**config.mk**
```make
export PLATFORM = sky130hd
export DESIGN_NAME = zebra_frame_scheduler_flat
export DESIGN_NICKNAME = d
export VERILOG_FILES = /design/src/rtl/zebra_frame_scheduler_if.sv /design/src/rtl/zebra_frame_scheduler.sv /design/src/flat_wrapper.sv
export SDC_FILE = /design/constraint.sdc
export NUM_CORES = 1
export LEC_CHECK = 0
export ABC_CLOCK_PERIOD_IN_PS = 2000
export BUFFER_PORTS_ARGS = -buffer_cell sky130_fd_sc_hd__buf_2
export CORE_MARGIN = 5
export CORE_UTILIZATION = 46
export CTS_CLUSTER_DIAMETER = 150
export DETAILED_ROUTE_END_ITERATION = 8
export PLACE_DENSITY = 0.76
export SLEW_MARGIN = 40
export SYNTH_ARGS = -nofsm -noshare
export SYNTH_HDL_FRONTEND = slang
export SYNTH_SLANG_ARGS = --single-unit
```
**constraint.sdc**
```tcl
create_clock -name clk -period 2 [get_ports clk]
set_input_delay 0.2 -clock clk [delete_from_list [all_inputs] [get_ports clk]]
set_output_delay 0.2 -clock clk [all_outputs]
set_load 0.03 [all_outputs]
```
**src/rtl/zebra_frame_scheduler_if.sv**
```systemverilog
// Frame-buffer read port and zebra_crossing_detector pixel/result port.
// The scheduler is the master side; buffer and detector sit on the slave side.
interface zebra_frame_scheduler_if #(
    parameter int unsigned W      = 8,
    parameter int unsigned ADDR_W = 19
);
    logic              mem_rd_en;
    logic [ADDR_W-1:0] mem_addr;
    logic [W-1:0]      mem_rd_data;

    logic              det_pixel_valid;
    logic [W-1:0]      det_edge_pixel;
    logic              det_detection_valid;
    logic              det_crossing_detected;
    logic [7:0]        det_stripe_count;
    logic [15:0]       det_confidence;

    modport master (
        output mem_rd_en,
        output mem_addr,
        input  mem_rd_data,
        output det_pixel_valid,
        output det_edge_pixel,
        input  det_detection_valid,
        input  det_crossing_detected,
        input  det_stripe_count,
        input  det_confidence
    );

    modport slave (
        input  mem_rd_en,
        input  mem_addr,
        output mem_rd_data,
        input  det_pixel_valid,
        input  det_edge_pixel,
        output det_detection_valid,
        output det_crossing_detected,
        output det_stripe_count,
        output det_confidence
    );
endinterface

```
**src/rtl/zebra_frame_scheduler.sv**
```systemverilog
// Streams one edge-image frame from the frame buffer into the zebra crossing
// detector, waits (with timeout) for its verdict and reports frame completion.
module zebra_frame_scheduler #(
    parameter int unsigned IMG_WIDTH  = 640,
    parameter int unsigned IMG_HEIGHT = 480,
    parameter int unsigned W          = 8,
    parameter int unsigned ADDR_W     = 19,
    parameter int unsigned TIMEOUT    = 1023
) (
    input  logic        clk,
    input  logic        rst_n,
    input  logic        start,
    input  logic        abort,
    input  logic        continuous,
    output logic        busy,
    output logic        done,
    output logic        timeout_err,
    output logic [15:0] frame_count,
    output logic        result_crossing,
    output logic [7:0]  result_stripes,
    output logic [15:0] result_confidence,
    zebra_frame_scheduler_if.master bus
);
    localparam int unsigned PIX_N  = IMG_WIDTH * IMG_HEIGHT;
    localparam int unsigned TCNT_W = $clog2(TIMEOUT + 1);
    localparam logic [ADDR_W-1:0] LAST_ADDR = ADDR_W'(PIX_N - 1);
    localparam logic [TCNT_W-1:0] TCNT_LAST = TCNT_W'(TIMEOUT - 1);

    typedef enum logic [2:0] {
        S_IDLE,
        S_STREAM,
        S_DRAIN,
        S_WAIT,
        S_DONE
    } state_t;

    state_t              state_q, state_d;
    logic [ADDR_W-1:0]   addr_q, addr_d;
    logic [TCNT_W-1:0]   tcnt_q, tcnt_d;
    logic                rd_en_q;
    logic                pix_valid_q;
    logic                done_d;
    logic                terr_d;
    logic [15:0]         fcnt_d;
    logic                res_cross_d;
    logic [7:0]          res_stripes_d;
    logic [15:0]         res_conf_d;

    // Next-state and next-output logic
    always_comb begin
        state_d       = state_q;
        addr_d        = addr_q;
        tcnt_d        = tcnt_q;
        done_d        = 1'b0;
        terr_d        = timeout_err;
        fcnt_d        = frame_count;
        res_cross_d   = result_crossing;
        res_stripes_d = result_stripes;
        res_conf_d    = result_confidence;

        case (state_q)
            S_IDLE: begin
                if (start && !abort) state_d = S_STREAM;
            end
            S_STREAM: begin
                if (addr_q == LAST_ADDR) state_d = S_DRAIN;
                else                     addr_d  = addr_q + ADDR_W'(1);
            end
            S_DRAIN: begin
                state_d = S_WAIT;
                tcnt_d  = '0;
            end
            S_WAIT: begin
                tcnt_d = tcnt_q + TCNT_W'(1);
                // A detection on the expiry cycle wins over the timeout
                if (bus.det_detection_valid) begin
                    state_d = S_DONE;
                end else if (tcnt_q == TCNT_LAST) begin
                    state_d = S_DONE;
                    terr_d  = 1'b1;
                end
            end
            S_DONE: begin
                state_d = continuous ? S_STREAM : S_IDLE;
            end
            default: state_d = S_IDLE;
        endcase

        if (bus.det_detection_valid && (state_q inside {S_STREAM, S_DRAIN, S_WAIT})) begin
            res_cross_d   = bus.det_crossing_detected;
            res_stripes_d = bus.det_stripe_count;
            res_conf_d    = bus.det_confidence;
        end

        // Abort beats everything; address and error flag stay where they were
        if (abort && (state_q != S_IDLE)) begin
            state_d = S_IDLE;
            addr_d  = addr_q;
            terr_d  = timeout_err;
        end

        if ((state_d == S_STREAM) && (state_q != S_STREAM)) begin
            addr_d        = '0;
            terr_d        = 1'b0;
            res_cross_d   = 1'b0;
            res_stripes_d = '0;
            res_conf_d    = '0;
        end

        if (state_d == S_DONE) begin
            done_d = 1'b1;
            fcnt_d = frame_count + 16'd1;
        end
    end

    // State and registered outputs
    always_ff @(posedge clk or negedge rst_n) begin
        if (!rst_n) begin
            state_q           <= S_IDLE;
            addr_q            <= '0;
            tcnt_q            <= '0;
            rd_en_q           <= 1'b0;
            pix_valid_q       <= 1'b0;
            busy              <= 1'b0;
            done              <= 1'b0;
            timeout_err       <= 1'b0;
            frame_count       <= '0;
            result_crossing   <= 1'b0;
            result_stripes    <= '0;
            result_confidence <= '0;
        end else begin
            state_q           <= state_d;
            addr_q            <= addr_d;
            tcnt_q            <= tcnt_d;
            rd_en_q           <= (state_d == S_STREAM);
            pix_valid_q       <= rd_en_q;
            busy              <= (state_d != S_IDLE);
            done              <= done_d;
            timeout_err       <= terr_d;
            frame_count       <= fcnt_d;
            result_crossing   <= res_cross_d;
            result_stripes    <= res_stripes_d;
            result_confidence <= res_conf_d;
        end
    end

    // Read data arrives one cycle after the strobe, aligned with pix_valid_q
    assign bus.mem_rd_en       = rd_en_q;
    assign bus.mem_addr        = addr_q;
    assign bus.det_pixel_valid = pix_valid_q;
    assign bus.det_edge_pixel  = {W{pix_valid_q}} & bus.mem_rd_data;

endmodule

```
**src/flat_wrapper.sv**
```systemverilog
// flat-port wrapper written by rule: the top's interface ports become plain ports
module zebra_frame_scheduler_flat 
#(
    parameter int unsigned IMG_WIDTH  = 640,
    parameter int unsigned IMG_HEIGHT = 480,
    parameter int unsigned W          = 8,
    parameter int unsigned ADDR_W     = 19,
    parameter int unsigned TIMEOUT    = 1023
)
  (clk, rst_n, start, abort, continuous, busy, done, timeout_err, frame_count, result_crossing, result_stripes, result_confidence, bus_mem_rd_en, bus_mem_addr, bus_mem_rd_data, bus_det_pixel_valid, bus_det_edge_pixel, bus_det_detection_valid, bus_det_crossing_detected, bus_det_stripe_count, bus_det_confidence);
  zebra_frame_scheduler_if #(.W(W), .ADDR_W(ADDR_W)) bus_i ();
  input  logic clk;
  input  logic rst_n;
  input  logic start;
  input  logic abort;
  input  logic continuous;
  output logic busy;
  output logic done;
  output logic timeout_err;
  output logic [15:0] frame_count;
  output logic result_crossing;
  output logic [7:0] result_stripes;
  output logic [15:0] result_confidence;
  output wire logic [$bits(bus_i.mem_rd_en)-1:0] bus_mem_rd_en;
  output wire logic [$bits(bus_i.mem_addr)-1:0] bus_mem_addr;
  input wire logic [$bits(bus_i.mem_rd_data)-1:0] bus_mem_rd_data;
  output wire logic [$bits(bus_i.det_pixel_valid)-1:0] bus_det_pixel_valid;
  output wire logic [$bits(bus_i.det_edge_pixel)-1:0] bus_det_edge_pixel;
  input wire logic [$bits(bus_i.det_detection_valid)-1:0] bus_det_detection_valid;
  input wire logic [$bits(bus_i.det_crossing_detected)-1:0] bus_det_crossing_detected;
  input wire logic [$bits(bus_i.det_stripe_count)-1:0] bus_det_stripe_count;
  input wire logic [$bits(bus_i.det_confidence)-1:0] bus_det_confidence;
  assign bus_mem_rd_en = bus_i.mem_rd_en;
  assign bus_mem_addr = bus_i.mem_addr;
  assign bus_i.mem_rd_data = bus_mem_rd_data;
  assign bus_det_pixel_valid = bus_i.det_pixel_valid;
  assign bus_det_edge_pixel = bus_i.det_edge_pixel;
  assign bus_i.det_detection_valid = bus_det_detection_valid;
  assign bus_i.det_crossing_detected = bus_det_crossing_detected;
  assign bus_i.det_stripe_count = bus_det_stripe_count;
  assign bus_i.det_confidence = bus_det_confidence;
  zebra_frame_scheduler #(.IMG_WIDTH(IMG_WIDTH), .IMG_HEIGHT(IMG_HEIGHT), .W(W), .ADDR_W(ADDR_W), .TIMEOUT(TIMEOUT)) u_core (.clk(clk), .rst_n(rst_n), .start(start), .abort(abort), .continuous(continuous), .busy(busy), .done(done), .timeout_err(timeout_err), .frame_count(frame_count), .result_crossing(result_crossing), .result_stripes(result_stripes), .result_confidence(result_confidence), .bus(bus_i));
endmodule
```
==> flow_summary_export.csv <==
group,metric,value,unit
route,viasPerCell,5.37,
floorplanning,start_util,47.4,%
logic_synthesis,ys_warn_count,0,
setup_path,crit_slowest_cell,"dfrtp_1",
setup_path,worstPathArrival,2.17,ns
logic_synthesis,synthSimpleGateAreaFrac,24.9,%
logic_synthesis,synthXorXnorAreaFrac,6.93,%
setup_path,path_delay_family,"simple AND/OR/NAND/NOR gates",
sta,hold_viol,0,
clocking,clk_latency,0.36,ns
clocking,clock-sinks,78,
logic_synthesis,async_flop_share,100,%
sta,slew_headroom,60.0,%
logic_synthesis,ys_top_cells_by_area,"dfrtp_1, nand2_1, a21oi_1",
floorplanning,dieHeight,99.3,um
route,first_iter_violations,229,
placement,dp_slack,-0.00343,ns
clocking,clk_pin_slew_worst_paths,0.09,ns
logic_synthesis,yosysSeqAreaShare,53.3,%
logic_synthesis,ys_ff_latch,78,
grt,grtUsageTotal,20.1,%
power,power_density,1110,nW/um2
sta,finalSetupViolCount,0,
run,maxCapViolCount,0,
cells_and_area,final_nets,560,
floorplanning,die-area,9850,um2
setup_path,worstPathMaxFanout,13,
logic_synthesis,synth_top_family_by_area,"simple AND/OR/NAND/NOR gates",
worst_hold_path,min_path_type,"in -> reg",
setup_path,cpPeakStageDelay,0.39,ns
logic_synthesis,synthMuxAreaShare,0.580,%
placement,gp_congestion,0.894,
setup_path,critPathLaunchType,"flip-flop",
cells_and_area,antennaDiodeCount,0,
grt,antenna_found_initial,0,
setup_path,worstPathRequired,2.26,ns
route,routedWlPerCell,15.4,um
cells_and_area,mostFrequentLayoutCell,"buf_2",
grt,grt_pass1_vias,3394,
logic_synthesis,synth_edf_count,0,
setup_path,worst-path-buf-inv,3,
floorplanning,core-area,7730,um2
route,wl,9580,um
power,ir_drop,0.448,mV
run_status,status,"finished, final reports clean",
logic_synthesis,syn_nets,429,
clocking,cts_max_level,3,
route,drt_pass1_iterations,4,
logic_synthesis,synth-compound-area-share,10.8,%
grt,grt_max_degree,41,
cells_and_area,area_growth,30.9,%
route,drc,0,
power,leakage,0.00237,uW
route,vias,3348,
sta,skew,0.0100,ns
setup_path,path_class,"reg -> reg",
floorplanning,io_pins,112,
logic_synthesis,syn_area,3660,um2
logic_synthesis,synth_ff_type,"dfrtp_1",
sta,max_clock_freq,0.522,GHz
floorplanning,die_x,99.3,um
sta,hold_ws,0.0530,ns
sta,worst_slew_pin_slew,0.594,ns
logic_synthesis,syn_inst,386,
placement,dp_hpwl,6780,um
sta,tns,0,ns
sta,fin_crit_sh,95.7,%
logic_synthesis,synth_fa_ha_area_share,1.37,%
grt,grt_pass1_wl,16100,um
cells_and_area,nFillCells,641,
setup_path,endpoint_kind,"flip-flop",
cells_and_area,finalCoreUtilization,62.1,%
clocking,cts_tree,"built",
logic_synthesis,synthDistinctLibCells,42,
route,antenna_left,0,
logic_synthesis,syn_area_per_cell,9.49,um2
logic_synthesis,yosysTopAreaCell,"dfrtp_1",
placement,port_buffers,111,
clocking,cts.path.max_buffers,2,
sta,period_needed,1.91,ns
clocking,cts_made_buffers,9,
cells_and_area,layout_common_cells,"buf_2, dfrtp_1, nand2_1",
floorplanning,num_rows,32,
setup_path,cp_cell_sequence,"inv_1, ha_1, and4_1, a31oi_4, nor2_2, nor3_4, buf_12, clkbuf_16, a21oi_1",
clocking,cts-root-buf,"clkbuf_8",
logic_synthesis,netlist.area_leader.share,53.3,%
grt,gr-total-overflow,0,
sta,maxSlewViolCount,0,
cells_and_area,drive_above_1_share,31.8,%
sta,fin_ws,0.0858,ns
[Yosys cell counts, types with 2 or more instances]
master     n
o31ai_1    3
nor3b_1    3
xor2_1    12
or3_1      5
xnor2_1   17
clkbuf_1  14
and2_1    11
nor2_1    27
o21ai_0   14
nand3_1   18
inv_1      6
ha_1       4
a211oi_1   3
or4_1      4
nand2_1   68
and4_1     8
and3_1     8
nor3_1     7
a31oi_1    5
nor4_1     2
dfrtp_1   78
a21oi_1   40
nand4_1   10
[metal layers]
metal / wire length [um] / global-route usage (%)
met1: 4140 / 26.2
met2: 4640 / 32.3
met3: 654 / 6.17
met4: 145 / 6.41
met5: 0 / 0
[power by group]
part           internal (uW)  switching, uW  leakage (uW)
logic                    663           1400       0.00123
clock network            478            659     0.0000903
registers               1910            204       0.00104
[metrics by stage]
step           instance area [um2]  total power [uW]  cells
2_1_floorplan                 3670              3460    386
3_3_place_gp                  4490              4120    603
3_5_place_dp                  4490              4150    603
4_1_cts                       4690              5290    620
5_1_grt                       4800              5630    624
6_report                      4800              5320    624
[sequential cells by signal, summed over array words and instances (netlist names)]
| signal | flops |
|---|---|
| u_core.bus.mem_rd_en | 1 |
| u_core.bus.mem_addr | 19 |
| u_core.result_confidence | 16 |
| u_core.result_stripes | 8 |
| u_core.result_crossing | 1 |
| u_core.busy | 1 |
| u_core.bus.det_pixel_valid | 1 |
| u_core.done | 1 |
| u_core.frame_count | 16 |
| u_core.tcnt_q | 10 |
| u_core.timeout_err | 1 |
| u_core.state_q | 3 |
[worst register-to-register path, delay by kind of cell (launching register included)]
kind / cells / cell delay [ns]
and+or+nand+nor: 3 / 0.62
DFF: 1 / 0.39
buffers and inverters: 3 / 0.38
AOI/OAI and AO/OA: 2 / 0.26
adders and majority gates: 1 / 0.19
[final cells by class]
type | instances | area [um2] | share of cell area, %
flip-flops and latches | 78 | 1950 | 40.7
clock buffers | 9 | 124 | 2.58
well taps | 102 | 128 | 2.66
multi-input cells | 287 | 1680 | 35.0
inverters | 6 | 22.5 | 0.469
clock inverters | 7 | 63.8 | 1.33
repair buffers | 135 | 826 | 17.2
[what timing repair did]
item | in CTS | in global routing
setup endpoints to repair | 2 | 45
hold buffers | 1 | 0
buffers inserted | 0 | 2
hold endpoints to repair | 39 | 0
pin swaps | 0 | 2
resized for setup | 1 | 7
gates cloned | 0 | 2
[cells by family (layout without fill, tap and decap cells)]
| logic type | after synthesis | in the layout |
|---|---|---|
| compound gates | 71 | 71 |
| xor+xnor | 29 | 29 |
| fa+ha+maj | 4 | 4 |
| buf+inv | 21 | 157 |
| flops | 78 | 78 |
| mux | 2 | 2 |
| simple gates | 181 | 181 |
[path summary, 6_finish.rpt]
check                                              to  cells after the start  slack [ns]                     from
setup / recovery             u_core.result_stripes[4]                      9        0.09         u_core.tcnt_q[0]
hold / removal               u_core.result_stripes[7]                      3        0.05  bus_det_stripe_count[7]
setup reg to reg             u_core.result_stripes[4]                      9        0.09         u_core.tcnt_q[0]
hold reg to reg            u_core.bus.det_pixel_valid                      0        0.39     u_core.bus.mem_rd_en
max in group asynchronous       u_core.frame_count[3]                      3        1.05                    rst_n
min in group asynchronous     u_core.bus.mem_addr[17]                      2        0.37                    rst_n
Power figures use the tool's default switching activity.
